**src/rtl/muldiv_pkg.sv**
```systemverilog
// Shared operation and state encodings for the HI/LO multiply/divide controller.
package muldiv_pkg;

    typedef enum logic [1:0] {
        MD_MULT  = 2'b00,
        MD_MULTU = 2'b01,
        MD_DIV   = 2'b10,
        MD_DIVU  = 2'b11
    } md_op_e;

    typedef enum logic [1:0] {
        IDLE = 2'd0,
        CALC = 2'd1,
        FIX  = 2'd2
    } md_state_e;

    function automatic logic op_is_signed(input logic [1:0] op);
        return (op == MD_MULT) || (op == MD_DIV);
    endfunction

    function automatic logic op_is_div(input logic [1:0] op);
        return op[1];
    endfunction

endpackage

```
**src/rtl/muldiv_if.sv**
```systemverilog
// Pipeline-side bundle of the multiply/divide unit: request, mthi/mtlo writes, HI/LO and status.
interface muldiv_if #(
    parameter int W = 32
);
    logic         start;
    logic [1:0]   op;
    logic [W-1:0] a;
    logic [W-1:0] b;
    logic         hi_we;
    logic         lo_we;
    logic [W-1:0] wdata;
    logic         busy;
    logic         done;
    logic [W-1:0] hi;
    logic [W-1:0] lo;
    logic         div_unsup;

    modport master (
        output start, op, a, b, hi_we, lo_we, wdata,
        input  busy, done, hi, lo, div_unsup
    );

    modport slave (
        input  start, op, a, b, hi_we, lo_we, wdata,
        output busy, done, hi, lo, div_unsup
    );
endinterface

```
**src/rtl/muldiv_dp.sv**
```systemverilog
// One shift-add multiply step or one restoring-divide step per cycle on unsigned magnitudes.
// The divide step exists only when MULDIV_DIV_EN is defined.
module muldiv_dp #(
    parameter int W = 32
) (
    input  logic         clk,
    input  logic         rst,
    input  logic         load,
    input  logic         step,
`ifdef MULDIV_DIV_EN
    input  logic         is_div,
`endif
    input  logic [W-1:0] opa,
    input  logic [W-1:0] opb,
    output logic [W-1:0] res_hi,
    output logic [W-1:0] res_lo
);

    // acc: product high half / remainder; sh: multiplier shifting out / quotient shifting in
    logic [W-1:0] acc_q, acc_d;
    logic [W-1:0] sh_q, sh_d;
    logic [W-1:0] m_q, m_d;
    logic [W:0]   add_sum;
`ifdef MULDIV_DIV_EN
    logic [W:0]   rem_sh;
    logic [W:0]   rem_diff;
`endif

    always_comb begin
        acc_d   = acc_q;
        sh_d    = sh_q;
        m_d     = m_q;
        add_sum = sh_q[0] ? ({1'b0, acc_q} + {1'b0, m_q}) : {1'b0, acc_q};
`ifdef MULDIV_DIV_EN
        rem_sh   = {acc_q, sh_q[W-1]};
        rem_diff = rem_sh - {1'b0, m_q};
`endif
        if (load) begin
            acc_d = '0;
            sh_d  = opa;
            m_d   = opb;
        end else if (step) begin
`ifdef MULDIV_DIV_EN
            if (is_div) begin
                acc_d = rem_diff[W] ? rem_sh[W-1:0] : rem_diff[W-1:0];
                sh_d  = {sh_q[W-2:0], ~rem_diff[W]};
            end else
`endif
            begin
                acc_d = add_sum[W:1];
                sh_d  = {add_sum[0], sh_q[W-1:1]};
            end
        end
    end

    always_ff @(posedge clk) begin
        if (rst) begin
            acc_q <= '0;
            sh_q  <= '0;
            m_q   <= '0;
        end else begin
            acc_q <= acc_d;
            sh_q  <= sh_d;
            m_q   <= m_d;
        end
    end

    assign res_hi = acc_q;
    assign res_lo = sh_q;

endmodule

```
**src/rtl/muldiv_ctrl.sv**
```systemverilog
// HI/LO multiply/divide controller: FSM, iteration counter, sign handling and HI/LO registers.
// MULDIV_DIV_EN enables div/divu; without it a div request only pulses div_unsup.
//   state | meaning
//   IDLE  | accept start, mthi/mtlo writes land here
//   CALC  | ITER iteration steps on operand magnitudes
//   FIX   | sign-correct result, write HI/LO, pulse done
module muldiv_ctrl
    import muldiv_pkg::*;
#(
    parameter int W    = 32,
    parameter int ITER = W
) (
    input logic     clk,
    input logic     rst,
    muldiv_if.slave bus
);

    localparam int CW = (ITER > 1) ? $clog2(ITER) : 1;

    md_state_e      state_q, state_d;
    logic [CW-1:0]  cnt_q, cnt_d;
    logic           neg_q, neg_d;
    logic [W-1:0]   hi_q, hi_d;
    logic [W-1:0]   lo_q, lo_d;
    logic           accept, dp_load, dp_step;
    logic           sgn_a, sgn_b;
    logic [W-1:0]   abs_a, abs_b, res_hi, res_lo;
    logic [2*W-1:0] prod;
`ifdef MULDIV_DIV_EN
    logic [1:0]     op_q, op_d;
    logic           sa_q, sa_d;
    logic           bz_q, bz_d;

    assign accept        = bus.start;
    assign bus.div_unsup = 1'b0;
`else
    logic           unsup_q, unsup_d;

    assign accept        = bus.start & ~op_is_div(bus.op);
    assign unsup_d       = (state_q == IDLE) & bus.start & op_is_div(bus.op);
    assign bus.div_unsup = unsup_q;
`endif

    assign sgn_a = op_is_signed(bus.op) & bus.a[W-1];
    assign sgn_b = op_is_signed(bus.op) & bus.b[W-1];
    assign abs_a = sgn_a ? -bus.a : bus.a;
    assign abs_b = sgn_b ? -bus.b : bus.b;
    assign prod  = {res_hi, res_lo};

    muldiv_dp #(.W(W)) u_dp (
        .clk    (clk),
        .rst    (rst),
        .load   (dp_load),
        .step   (dp_step),
`ifdef MULDIV_DIV_EN
        .is_div (op_q[1]),
`endif
        .opa    (abs_a),
        .opb    (abs_b),
        .res_hi (res_hi),
        .res_lo (res_lo)
    );

    always_comb begin
        state_d = state_q;
        cnt_d   = cnt_q;
        neg_d   = neg_q;
        hi_d    = hi_q;
        lo_d    = lo_q;
        dp_load = 1'b0;
        dp_step = 1'b0;
`ifdef MULDIV_DIV_EN
        op_d    = op_q;
        sa_d    = sa_q;
        bz_d    = bz_q;
`endif
        case (state_q)
            IDLE: begin
                if (accept) begin
                    state_d = CALC;
                    cnt_d   = '0;
                    dp_load = 1'b1;
                    neg_d   = sgn_a ^ sgn_b;
`ifdef MULDIV_DIV_EN
                    op_d    = bus.op;
                    sa_d    = sgn_a;
                    bz_d    = (bus.b == '0);
`endif
                end else if (!bus.start) begin
                    if (bus.hi_we) hi_d = bus.wdata;
                    if (bus.lo_we) lo_d = bus.wdata;
                end
            end
            CALC: begin
                dp_step = 1'b1;
                cnt_d   = cnt_q + CW'(1);
                if (cnt_q == CW'(ITER - 1)) state_d = FIX;
            end
            FIX: begin
`ifdef MULDIV_DIV_EN
                if (op_is_div(op_q)) begin
                    lo_d = neg_q ? -res_lo : res_lo;
                    hi_d = sa_q ? -res_hi : res_hi;
                    // divide by zero: quotient all ones, remainder already carries a
                    if (bz_q) lo_d = '1;
                end else
`endif
                begin
                    {hi_d, lo_d} = neg_q ? -prod : prod;
                end
                state_d = IDLE;
            end
            default: state_d = IDLE;
        endcase
    end

    always_ff @(posedge clk) begin
        if (rst) begin
            state_q <= IDLE;
            cnt_q   <= '0;
            neg_q   <= 1'b0;
            hi_q    <= '0;
            lo_q    <= '0;
`ifdef MULDIV_DIV_EN
            op_q    <= '0;
            sa_q    <= 1'b0;
            bz_q    <= 1'b0;
`else
            unsup_q <= 1'b0;
`endif
        end else begin
            state_q <= state_d;
            cnt_q   <= cnt_d;
            neg_q   <= neg_d;
            hi_q    <= hi_d;
            lo_q    <= lo_d;
`ifdef MULDIV_DIV_EN
            op_q    <= op_d;
            sa_q    <= sa_d;
            bz_q    <= bz_d;
`else
            unsup_q <= unsup_d;
`endif
        end
    end

    assign bus.busy = (state_q != IDLE);
    assign bus.done = (state_q == FIX);
    assign bus.hi   = hi_q;
    assign bus.lo   = lo_q;

endmodule

```
**src/flat_wrapper.sv**
```systemverilog
// flat-port wrapper written by rule: the top's interface ports become plain ports
module muldiv_ctrl_flat import muldiv_pkg::*;
#(
    parameter int W    = 32,
    parameter int ITER = W
)
  (clk, rst, bus_start, bus_op, bus_a, bus_b, bus_hi_we, bus_lo_we, bus_wdata, bus_busy, bus_done, bus_hi, bus_lo, bus_div_unsup);
  muldiv_if #(.W(W)) bus_i ();
  input logic clk;
  input logic rst;
  input wire logic [$bits(bus_i.start)-1:0] bus_start;
  input wire logic [$bits(bus_i.op)-1:0] bus_op;
  input wire logic [$bits(bus_i.a)-1:0] bus_a;
  input wire logic [$bits(bus_i.b)-1:0] bus_b;
  input wire logic [$bits(bus_i.hi_we)-1:0] bus_hi_we;
  input wire logic [$bits(bus_i.lo_we)-1:0] bus_lo_we;
  input wire logic [$bits(bus_i.wdata)-1:0] bus_wdata;
  output wire logic [$bits(bus_i.busy)-1:0] bus_busy;
  output wire logic [$bits(bus_i.done)-1:0] bus_done;
  output wire logic [$bits(bus_i.hi)-1:0] bus_hi;
  output wire logic [$bits(bus_i.lo)-1:0] bus_lo;
  output wire logic [$bits(bus_i.div_unsup)-1:0] bus_div_unsup;
  assign bus_i.start = bus_start;
  assign bus_i.op = bus_op;
  assign bus_i.a = bus_a;
  assign bus_i.b = bus_b;
  assign bus_i.hi_we = bus_hi_we;
  assign bus_i.lo_we = bus_lo_we;
  assign bus_i.wdata = bus_wdata;
  assign bus_busy = bus_i.busy;
  assign bus_done = bus_i.done;
  assign bus_hi = bus_i.hi;
  assign bus_lo = bus_i.lo;
  assign bus_div_unsup = bus_i.div_unsup;
  muldiv_ctrl #(.W(W), .ITER(ITER)) u_core (.clk(clk), .rst(rst), .bus(bus_i));
endmodule
```
**config.mk**
```make
export PLATFORM = sky130hd
export DESIGN_NAME = muldiv_ctrl_flat
export DESIGN_NICKNAME = d
export VERILOG_FILES = /design/src/rtl/muldiv_pkg.sv /design/src/rtl/muldiv_if.sv /design/src/rtl/muldiv_dp.sv /design/src/rtl/muldiv_ctrl.sv /design/src/flat_wrapper.sv
export SDC_FILE = /design/constraint.sdc
export NUM_CORES = 1
export LEC_CHECK = 0
export CAP_MARGIN = 20
export CELL_PAD_IN_SITES_DETAIL_PLACEMENT = 1
export CELL_PAD_IN_SITES_GLOBAL_PLACEMENT = 2
export CORE_ASPECT_RATIO = 1.4
export CORE_MARGIN = 2
export CORE_UTILIZATION = 32
export DETAILED_ROUTE_END_ITERATION = 6
export PLACE_DENSITY = 0.92
export SYNTH_ARGS = -nofsm -noshare
export SYNTH_HDL_FRONTEND = slang
export SYNTH_SLANG_ARGS = --single-unit
```
**constraint.sdc**
```tcl
create_clock -name clk -period 4.5 [get_ports clk]
set_input_delay 0.9 -clock clk [delete_from_list [all_inputs] [get_ports clk]]
set_output_delay 0.9 -clock clk [all_outputs]
set_load 0.05 [all_outputs]
```
==> results.toml <==
[run_status]
run_status = "complete, no violations"

[yosys]
synth_edf_count = 0
ys_warn_count = 0
synth.net_count = 1547
fraction_of_registers_with_async_set_or_reset_after_synthesis_pct = 0
synth_cells = 1406
synth-seq-cells = 169
synthDistinctLibCells = 68
dominantRegCellSynth = "sky130_fd_sc_hd__dfxtp_1"
seq_total_area_yosys_pct = 30.9
netlist_area_sq_mm = 0.0109
syn-mean-instance-area_sq_um = 7.78

[power_and_ir_drop]
comb_power_share_pct = 22.7
power_density_mw_per_mm2 = 316
p_int_uw = 2950
share_seq_of_total_power_pct = 39.7
net_switching_share_of_the_total_power_pct = 31.7
static-leakage-power_uw = 0.00488
worst_ir_drop_vdd_uv = 272
p_sw_uw = 1370
power.share.clock_pct = 37.6

[drt]
antenna_violating_nets_post_route = 0
wire_per_inst_microns = 19.7
initialDrtViolationCount = 607
drt_pass1_iterations = 5
drc_violations_left = 0
viasPerCell = 5.60
detail_route.wirelength_mm = 39.1
vias = 11100

[clock_network]
cts_sinks = 169
cts_root_buf = "sky130_fd_sc_hd__clkbuf_16"
number_of_setup_buffers_added_after_cts = 0
cts_resized = 0
clock_buffer_count_from_cts = 17
ctsHoldBuffers = 0
tritoncts = "done"
path_clk_slew_ps = 60
clk_latency_ps = 440
ctsHtreeMaxLevel = 4
cts-root-to-sink-buffers = 2

[worst_setup_path]
cells_along_the_critical_path = "clkdlybuf4s50_1, or4_1, or3_1, or4_1, or4_4, o41ai_1, xor2_1, a211oi_1"
critical_path.most_common_cell = "sky130_fd_sc_hd__or4_1"
crit_path_top_delay_cell = "sky130_fd_sc_hd__or4_1"
critical_path.max_stage_delay_ps = 580
start_kind = "primary input"
worstPathRequired_ps = 4850
worstSetupPathType = "primary input to flop"
crit_buf_inv = 1
timing.critical_path.fanout_max = 5
endpoint_kind = "flop"
cp.arrival_ps = 4110
timing.critical_path.max_delay_family = "simple AND/OR/NAND/NOR gates"

[sta]
final-setup-viol-count = 0
max_slew_margin_pct = 34.0
fin_crit_sh_pct = 83.6
report.final.hold_viol_count = 0
rsz0062_at_grt = "false"
timing.setup.tns_ps = 0
fin_worst_skew_ps = 9.59
worst_slack_ps = 737
worst_pin_slew_ps = 988
max_clock_freq_ghz = 0.266
layout_min_cycle_time_ps = 3760
final_max_slew_violation_count = 0

[global_route]
grt_pass1_vias = 11200
antenna_found_initial = 0
gr-total-overflow = 0
maximum_number_of_pins_on_one_net_before_global_route_repair = 68
grtUsageTotal_pct = 21.5
first_pass_grt_wire_length_mm = 61.2

[die]
top_level_ports = 170
die_w_microns = 160
initial_utilization_pct = 32.2
design.die.area_sq_mm = 0.0357
row_count = 80
die_y_microns = 223
core_area_sq_mm = 0.0339

[hold_path]
worstHoldPathType = "flop to flop"

[place]
place_ws_ps = 266
place_congestion = 0.859
dp.final_hpwl_mm = 30.2
place.port_buffers = 169

[finish]
num_antenna_cells = 0
synthToLayoutAreaGrowth_pct = 24.9
final.fill_count = 4043
fin_util_pct = 40.3
ratio_of_cells_with_drive_above_1_in_the_final_layout_pct = 4.69
layout_common_cells = "sky130_fd_sc_hd__nor2_1 (215), sky130_fd_sc_hd__clkdlybuf4s50_1 (168), sky130_fd_sc_hd__dfxtp_1 (168)"
fin_nets = 1664
final_common_cell = "sky130_fd_sc_hd__nor2_1"

[job]
maximum_capacitance_violations = 0
==> power groups by stage <==
stage | Sequential, uW | Clock (uW) | Combinational, uW
2_1_floorplan | 1800 | 0 | 533
3_3_place_gp | 1740 | 0 | 955
3_5_place_dp | 1750 | 0 | 977
4_1_cts | 1710 | 1640 | 982
5_1_grt | 1720 | 1700 | 1070
6_report | 1720 | 1630 | 979
==> cell usage after synthesis (all sizes together), types with 9 or more instances <==
cell type  instances  area share [%]
o21ai             66             3.0
a21o              20             1.4
xnor2             44             3.5
a311oi            35             2.8
or4               21             1.5
nand2            117             4.0
nor2b              9            0.51
nor2             216             7.4
nor3              28             1.4
inv               18            0.62
mux2i             17             1.6
o41ai             17             1.4
nand3             13            0.59
or3               17             1.0
dfxtp            169              31
a2111oi           12            0.96
ha                37             4.2
and3              12            0.69
o22ai             14            0.80
nor3b             11            0.75
a211oi            90             6.2
a21oi            110             5.0
clkbuf            86             3.0
xor2              96             7.7
o31ai             31             2.2
==> area by class of cell <==
class                   instances  area, sq um  share of cell area [%]
multi-input cells            1126         7170                    52.4
repair buffers                190         1850                    13.5
flip-flops and latches        169         3380                    24.8
inverters                      19         71.3                   0.522
clock inverters                11          169                    1.24
clock buffers                  20          467                    3.41
well taps                     451          564                    4.13
==> sequential cells by signal, summed over array words and instances, names as in the netlist <==
name and count:
u_core.u_dp.res_hi 32, u_core.bus.lo 32, u_core.bus.div_unsup 1, u_core.state_q 2, u_core.u_dp.res_lo 32, u_core.neg_q 1
u_core.u_dp.m_q 32, u_core.cnt_q 5, u_core.bus.hi 32
==> layer usage <==
metal  share of wire (%)  GRT usage (%)  vias to the layer above
met5                   0              0                        -
met4                 3.8           9.39                        0
met3                 3.0           2.69                       76
met2                  52           40.1                      233
met1                  41           24.5                     5413
li1                    -              -                     5391
==> cell families (layout without fill, tap and decap cells) <==
logic type                 count (synthesis)  count (layout)  synth area share, %
AOI/OAI and AO/OA                        446             446                 27.6
xor gates and xnor gates                 140             140                 11.2
adders and majority gates                 38              38                 4.41
buffers and inverters                    111             240                 3.82
DFF                                      169             169                 30.9
muxes                                     18              18                 1.66
and+or+nand+nor                          484             484                 20.4
==> worst register-to-register path, delay by kind of cell (launching register included) <==
kind / cells / cell delay, ps
compound gates: 2 / 720
flops: 1 / 410
simple gates: 5 / 2130
xor+xnor: 1 / 160
==> through the flow <==
stage	hold slack, ps	instance area, sq um	power (uW)	cells
3_5_place_dp	460	13000	2720	1955
3_3_place_gp	448	13000	2700	1955
4_1_cts	469	13700	4340	1986
6_report	467	13700	4320	1986
2_1_floorplan	439	10900	2330	1406
5_1_grt	501	13700	4490	1986
==> final timing paths <==
kind                     startpoint                   to  slack (ps)  cells past startpoint
max                        bus_b[6]  u_core.u_dp.m_q[23]         740                      8
min               u_core.bus.hi[16]    u_core.bus.hi[16]         470                      2
max reg2reg  u_core.u_dp.res_lo[16]    u_core.bus.hi[19]         960                      8
min reg2reg       u_core.bus.hi[16]    u_core.bus.hi[16]         470                      2
No activity file was read; power rests on OpenSTA's default activity.
